$ cat config.mk
export PLATFORM = sky130hd
export DESIGN_NAME = ram_seven_segment_display
export DESIGN_NICKNAME = d
export VERILOG_FILES = /design/src/rtl/ram_seven_segment_display.sv
export SDC_FILE = /design/constraint.sdc
export NUM_CORES = 1
export LEC_CHECK = 0
export CORE_MARGIN = 10
export CORE_UTILIZATION = 58
export DETAILED_ROUTE_END_ITERATION = 12
export PLACE_DENSITY = 0.79
export SETUP_SLACK_MARGIN = 0.3
export SLEW_MARGIN = 20
export SYNTH_ARGS = -nofsm -noshare
export SYNTH_HDL_FRONTEND = slang
export SYNTH_SLANG_ARGS = --single-unit
$ cat constraint.sdc
create_clock -name clk1000 -period 4.56 [get_ports clk1000]
set_input_delay 0.684 -clock clk1000 [delete_from_list [all_inputs] [get_ports clk1000]]
set_output_delay 0.684 -clock clk1000 [all_outputs]
set_load 0.02 [all_outputs]
$ cat src/rtl/ram_seven_segment_display.sv
// ram_seven_segment_display: 16x4 RAM with combinational read, shown on an 8-digit multiplexed common-anode display
module ram_seven_segment_display #(
  parameter int ADDR_W   = 4,
  parameter int DATA_W   = 4,
  parameter int SCAN_DIV = 1
) (
  input  logic              clk1000,
  input  logic              clr,
  input  logic              wen,
  input  logic [ADDR_W-1:0] addr,
  input  logic [DATA_W-1:0] in,
  output logic [DATA_W-1:0] out,
  output logic [7:0]        an,
  output logic              dp,
  output logic [6:0]        a2g
);
  localparam int CW = SCAN_DIV > 1 ? $clog2(SCAN_DIV) : 1;
  logic [DATA_W-1:0] mem_q [2**ADDR_W];
  logic [CW-1:0]     div_q, div_d;
  logic [2:0]        idx_q, idx_d;
  logic [7:0]        an_q, an_d;
  logic [6:0]        a2g_q, a2g_d, seg;
  logic              dp_q;
  logic [DATA_W-1:0] disp;
  logic [3:0]        nib;
  logic              wrap;
  assign out  = mem_q[addr];
  assign disp = wen ? in : out;
  assign an   = an_q;
  assign a2g  = a2g_q;
  assign dp   = dp_q;
  // clr wins over a simultaneous write, so a write on a reset edge is lost
  always_ff @(posedge clk1000) begin
    if (clr) begin
      for (int i = 0; i < 2**ADDR_W; i++) mem_q[i] <= '0;
    end else if (wen) begin
      mem_q[addr] <= in;
    end
  end
  // divider steps the scan index once per SCAN_DIV clocks; only digits 7 and 3 carry data
  always_comb begin
    wrap  = div_q == CW'(SCAN_DIV - 1);
    div_d = wrap ? '0 : div_q + 1'b1;
    idx_d = wrap ? idx_q + 3'd1 : idx_q;
    nib   = idx_q == 3'd7 ? 4'(addr) : idx_q == 3'd3 ? 4'(disp) : 4'h0;
    an_d  = ~(8'b1 << idx_q);
    a2g_d = seg;
  end
  // active-low hex decode, a2g[6]=a .. a2g[0]=g
  always_comb begin
    case (nib)
      4'h0: seg = 7'b0000001;
      4'h1: seg = 7'b1001111;
      4'h2: seg = 7'b0010010;
      4'h3: seg = 7'b0000110;
      4'h4: seg = 7'b1001100;
      4'h5: seg = 7'b0100100;
      4'h6: seg = 7'b0100000;
      4'h7: seg = 7'b0001111;
      4'h8: seg = 7'b0000000;
      4'h9: seg = 7'b0000100;
      4'hA: seg = 7'b0001000;
      4'hB: seg = 7'b1100000;
      4'hC: seg = 7'b0110001;
      4'hD: seg = 7'b1000010;
      4'hE: seg = 7'b0110000;
      default: seg = 7'b0111000;
    endcase
  end
  // scan state and registered display outputs, which lag the index and data by one clock
  always_ff @(posedge clk1000) begin
    if (clr) begin
      div_q <= '0;
      idx_q <= '0;
      an_q  <= 8'hFF;
      a2g_q <= 7'h7F;
      dp_q  <= 1'b1;
    end else begin
      div_q <= div_d;
      idx_q <= idx_d;
      an_q  <= an_d;
      a2g_q <= a2g_d;
      dp_q  <= 1'b1;
    end
  end
endmodule

==> impl_metrics.py, run 1 <==
metrics = {
    "outcome": {
        "status": "finished, final reports clean",
    },
    "detailed_routing": {
        "num_vias": 2468,
        "ant_nets": 0,
        "routed_via_density": 5.472,
        "first_pass_iters": 4,
        "drc_errors": 0,
        "wirelength_um": 8184,
        "detail_route.wl_per_cell_um": 18.15,
        "drt_iter0_markers": 142,
    },
    "synthesis": {
        "async_flop_share": 0,
        "ys_types": 42,
        "synthesis.area_mm2": 0.004053,
        "synth_edf_count": 64,
        "yosys.area.top_type_share": 0.4742,
        "yosysWarningCount": 0,
        "netlist.top_cell.by_area": "edfxtp_1",
        "ys_ff_latch": 83,
        "synth_fp_nets": 345,
        "synthCells": 322,
        "synthTopCellsByArea": "edfxtp_1 (47%), and2_1 (10%), dfxtp_1 (9.4%), mux4_2 (8.3%), ha_1 (3.7%)",
        "syn_avg_cell_area_um2": 12.59,
        "synth_top_flop_cell": "edfxtp_1",
        "ys_seq_area_frac": 0.5681,
    },
    "worst_setup_path": {
        "path_max_fanout": 21,
        "cp.required_ns": 3.88,
        "crit_type": "input pin to output pin",
        "crit_path_start": "addr[0]",
        "r2r_start": "idx_q[0]",
        "critPathCaptureType": "output pin",
        "crit_path_start_kind": "input pin",
        "worstPathArrival_ns": 3.16,
    },
    "global_route": {
        "grt_overflow": 0,
        "antenna_found_initial": 0,
        "grt_pass1_wl_um": 13040,
        "first_global_vias": 2443,
        "gr-usage-all-layers": 0.1546,
        "grt_start_max_net_pins": 36,
    },
    "floorplan": {
        "die_area_mm2": 0.01073,
        "die_h_um": 103.6,
        "start_util": 0.5965,
        "placementRows": 30,
        "die_x_um": 103.6,
        "core_mm2": 0.006794,
        "io_pins": 31,
    },
    "timing": {
        "min_period_ns": 3.844,
        "final-hold-violation-count": 0,
        "slew_violations": 0,
        "setup_viol": 0,
        "setup_tns_ns": 0,
        "timing.fmax_mhz": 260.2,
        "rsz0062_at_grt": "no",
        "period_share": 0.8429,
        "max_slew_margin": 0.5367,
        "worst_pin_slew_ns": 0.6934,
        "clock_skew_ns": 0.009905,
    },
    "cts": {
        "holdBufCountCts": 0,
        "post-cts-setup-buffer-count": 0,
        "clockBufferDepth": 2,
        "cts_max_level": 3,
        "clock-sinks": 83,
        "cts_resized": 0,
        "cts_root_buf": "clkbuf_8",
        "clk_latency_ns": 0.35,
        "clk_pin_slew_ns": 0.09,
        "cts_buffers": 9,
        "cts_tree": "yes",
    },
    "finish": {
        "multi_input_area_mm2": 0.001648,
        "nets": 373,
        "area_delta_synth_final_pct": 13.92,
        "insertedDiodeCount": 0,
        "final_util": 0.6796,
        "seq_area_mm2": 0.002302,
        "fillCellCount": 473,
        "final_cell_mix": "and2_1 (65), edfxtp_1 (64), clkdlybuf4s50_1 (29), nor2_1 (24)",
        "drive_gt1_frac": 0.1606,
        "final_common_cell": "and2_1",
    },
    "place": {
        "place_hpwl_um": 5825,
        "routabilityCongestion": 0.8703,
        "io_buffers": 29,
    },
    "power_and_ir_drop": {
        "seq_power_share": 0.562,
        "leakage_nw": 1.758,
        "p_int_w": 0.001168,
        "pwr-share-comb": 0.111,
        "power.density_mw_per_mm2": 336.4,
        "netSwitchingPower_w": 0.0003850,
        "vdd_ir_drop_max_mv": 0.1474,
        "clockPowerShare": 0.327,
        "swShare": 0.2479,
    },
    "worst_hold_path": {
        "min_from": "idx_q[2]",
        "holdCritPathClass": "register to register",
    },
    "job": {
        "drv_cap": 0,
    },
}
[synthesized netlist by cell type, types with 2 or more instances]
cell type,n
or2_2,17
nand4b_1,3
nor2_1,24
conb_1,2
edfxtp_1,64
a22oi_1,6
a21o_1,2
ha_1,12
a211o_1,2
nor3_1,4
and2_1,65
a21oi_1,7
clkbuf_1,13
mux2i_1,4
nor2b_1,4
nand2b_1,7
nand2_1,19
o21ai_0,3
dfxtp_1,19
mux4_1,2
mux4_2,15
a221o_1,2
inv_1,7
[per-layer routing]
| layer | GRT usage | part of all wire | vias to the layer above |
|---|---|---|---|
| met5 | 0 | 0 | - |
| met4 | 0.08669 | 0.037 | 0 |
| met3 | 0.03346 | 0.056 | 24 |
| met2 | 0.2306 | 0.47 | 65 |
| met1 | 0.2040 | 0.44 | 1179 |
| li1 | - | - | 1200 |
[metrics by stage]
stage	power (W)	cell area, um2	worst slack, ns	cells	hold slack (ns)
2_1_floorplan	0.0009913	4053	0.9622	322	0.4996
3_3_place_gp	0.001060	4424	0.7128	435	0.5260
3_5_place_dp	0.001064	4424	0.6940	435	0.5346
4_1_cts	0.001559	4617	0.6946	451	0.5558
5_1_grt	0.001606	4617	0.5841	451	0.6065
6_report	0.001553	4617	0.7164	451	0.5559
[path summary, 6_finish.rpt]
kind / to / slack [ns] / depth (start not counted)
max: out[2] / 0.72 / 5
min reg2reg: idx_q[2] / 0.56 / 2
min: idx_q[2] / 0.56 / 2
max reg2reg: a2g[6] / 1.55 / 9
[worst max-delay path, stage by stage]
cell and delay [ns]:
clkdlybuf4s50_1 0.45, buf_4 0.31, mux4_1 0.61, mux4_2 0.53, clkdlybuf4s50_1 0.57
[state kept, by name, indices dropped and copies added (netlist names)]
register	cells
an	8
idx_q	3
a2g	7
mem_q	64
div_q	1
[cell type report]
class | count | area share
clock buffer | 10 | 0.03225
clock inverter | 6 | 0.009485
inverter | 7 | 0.005691
multi-input combinational | 215 | 0.3569
sequential | 83 | 0.4986
tap | 96 | 0.02602
timing repair buffer | 34 | 0.07100
[cell families after synthesis]
| logic type | share of synthesized area |
|---|---|
| other | 0.001853 |
| muxes | 0.1090 |
| DFF | 0.5681 |
| adders and majority gates | 0.03705 |
| buffers and inverters | 0.02532 |
| AOI/OAI and AO/OA | 0.05063 |
| and+or+nand+nor | 0.2059 |
| xor gates and xnor gates | 0.002162 |
[power groups by stage]
stage | registers, W | logic [W] | clock network (W)
2_1_floorplan | 0.000888 | 0.000103 | 0
3_3_place_gp | 0.000889 | 0.000171 | 0
3_5_place_dp | 0.000890 | 0.000174 | 0
4_1_cts | 0.000872 | 0.000175 | 0.000511
5_1_grt | 0.000876 | 0.000188 | 0.000541
6_report | 0.000872 | 0.000173 | 0.000508
(Power assumes the default switching activity.)
==> run 2, diff against run 1 <==
Clock period 4.56 ns to 3.8 ns, I/O delays scaled along.
==> impl_metrics.py, run 2 (synthesized netlist as in run 1, its figures left out) <==
metrics = {
    "outcome": {
        "status": "finished, final reports clean",
    },
    "worst_setup_path": {
        "crit_path_start_kind": "input pin",
        "worstPathArrival_ns": 2.78,
        "crit_type": "input pin to output pin",
        "cp.required_ns": 3.23,
        "critPathCaptureType": "output pin",
        "path_max_fanout": 21,
    },
    "power_and_ir_drop": {
        "power.density_mw_per_mm2": 415.8,
        "vdd_ir_drop_max_mv": 0.2011,
        "total_power_w": 0.001959,
        "leakage_nw": 1.814,
    },
    "cts": {
        "clk_pin_slew_ns": 0.09,
        "holdBufCountCts": 0,
        "clockBufferDepth": 2,
        "cts_buffers": 9,
        "clock-sinks": 83,
        "post-cts-setup-buffer-count": 0,
        "cts_tree": "yes",
        "clk_latency_ns": 0.35,
        "cts_root_buf": "clkbuf_8",
        "cts_max_level": 3,
    },
    "finish": {
        "final_common_cell": "and2_1",
        "top_register": "mem_q",
        "largest_reg_flops": 64,
        "final_cell_mix": "and2_1 (65), edfxtp_1 (64), clkdlybuf4s50_1 (28), nor2_1 (24)",
        "drive_gt1_frac": 0.1745,
        "insertedDiodeCount": 0,
        "area_delta_synth_final_pct": 16.27,
        "nets": 379,
    },
    "timing": {
        "timing.fmax_mhz": 298.7,
        "clock_skew_ns": 0.005463,
        "final-hold-violation-count": 0,
        "slew_violations": 0,
        "setup_viol": 0,
        "setup_tns_ns": 0,
        "rsz0062_at_grt": "no",
        "period_share": 0.8810,
        "min_period_ns": 3.348,
    },
    "global_route": {
        "grt_start_max_net_pins": 35,
        "grt_overflow": 0,
        "gr-usage-all-layers": 0.1664,
        "first_global_vias": 2585,
        "grt_pass1_wl_um": 14100,
        "antenna_found_initial": 0,
    },
    "job": {
        "drv_cap": 0,
    },
    "place": {
        "routabilityCongestion": 0.9104,
        "io_buffers": 29,
        "place_hpwl_um": 6315,
    },
    "floorplan": {
        "placementRows": 30,
        "die_h_um": 103.6,
        "io_pins": 31,
        "die_x_um": 103.6,
        "core_mm2": 0.006794,
        "start_util": 0.5965,
        "die_area_mm2": 0.01073,
    },
    "detailed_routing": {
        "detail_route.wl_per_cell_um": 19.15,
        "routed_via_density": 5.615,
        "drt_iter0_markers": 227,
        "wirelength_um": 8752,
        "ant_nets": 0,
        "drc_errors": 0,
        "num_vias": 2566,
        "first_pass_iters": 5,
    },
    "worst_hold_path": {
        "holdCritPathClass": "register to register",
    },
}
[run 2: cell types whose count changed in the layout (fill, tap and decap cells not counted), sizes merged]
cell | before | now
dlygate4sd2 | 0 | 1
clkinvlp | 1 | 0
buf | 5 | 11
clkbuf | 10 | 12
inv | 9 | 10
clkdlybuf4s50 | 29 | 28
clkinv | 3 | 1
[run 2: worst max-delay path: stages]
cell	delay, ns
clkdlybuf4s50_1	0.52
buf_12	0.20
mux4_2	0.53
a22oi_1	0.21
nand2_1	0.16
clkdlybuf4s50_1	0.58
[run 2: stage by stage]
step           area, um2  hold WS, ns  setup WS [ns]  std cells  utilization
2_1_floorplan       4053       0.4996         0.3162        322            -
3_3_place_gp        4482       0.5243         0.3040        441       0.6597
3_5_place_dp        4482       0.5588         0.2448        441       0.6597
4_1_cts             4712       0.5724         0.4549        457       0.6936
5_1_grt             4712       0.6081         0.3717        457       0.6936
6_report            4712       0.5708         0.4523        457       0.6936
[run 2: layout make-up]
class / instances / area (um2)
multi-input cells: 215 / 1648
clock inverters: 4 / 32.53
flip-flops and latches: 83 / 2302
clock buffers: 12 / 198.9
fillers: 466 / 2082
well taps: 96 / 120.1
repair buffers: 40 / 384.1
inverters: 7 / 26.28
[run 2: path summary, 6_finish.rpt]
| kind | from | endpoint | slack (ns) | depth (start not counted) |
|---|---|---|---|---|
| min | idx_q[1] | idx_q[1] | 0.57 | 2 |
| min reg2reg | idx_q[1] | idx_q[1] | 0.57 | 2 |
| max reg2reg | idx_q[0] | a2g[6] | 1.22 | 11 |
| max | addr[0] | out[3] | 0.45 | 6 |
[run 2: timing repair]
action	in CTS	in global routing
hold endpoints to repair	0	0
gates resized for setup	1	0
endpoints found under the setup margin	1	0
[run 2: metal layers]
layer | vias to the layer above | global-route usage | routed length [um]
met3 | 8 | 0.03779 | 643
met1 | 1238 | 0.2148 | 3652
li1 | 1204 | - | -
met4 | 0 | 0.05242 | 113
met5 | - | 0 | 0
met2 | 116 | 0.2707 | 4343
[run 2: power breakdown]
group | internal [W] | total (W) | leakage [nW] | switching, W
combinational | 0.0000994 | 0.000215 | 0.927 | 0.000116
sequential | 0.00103 | 0.00105 | 0.767 | 0.0000223
clock | 0.000363 | 0.000697 | 0.119 | 0.000333
total | 0.00149 | 0.00196 | 1.81 | 0.000471
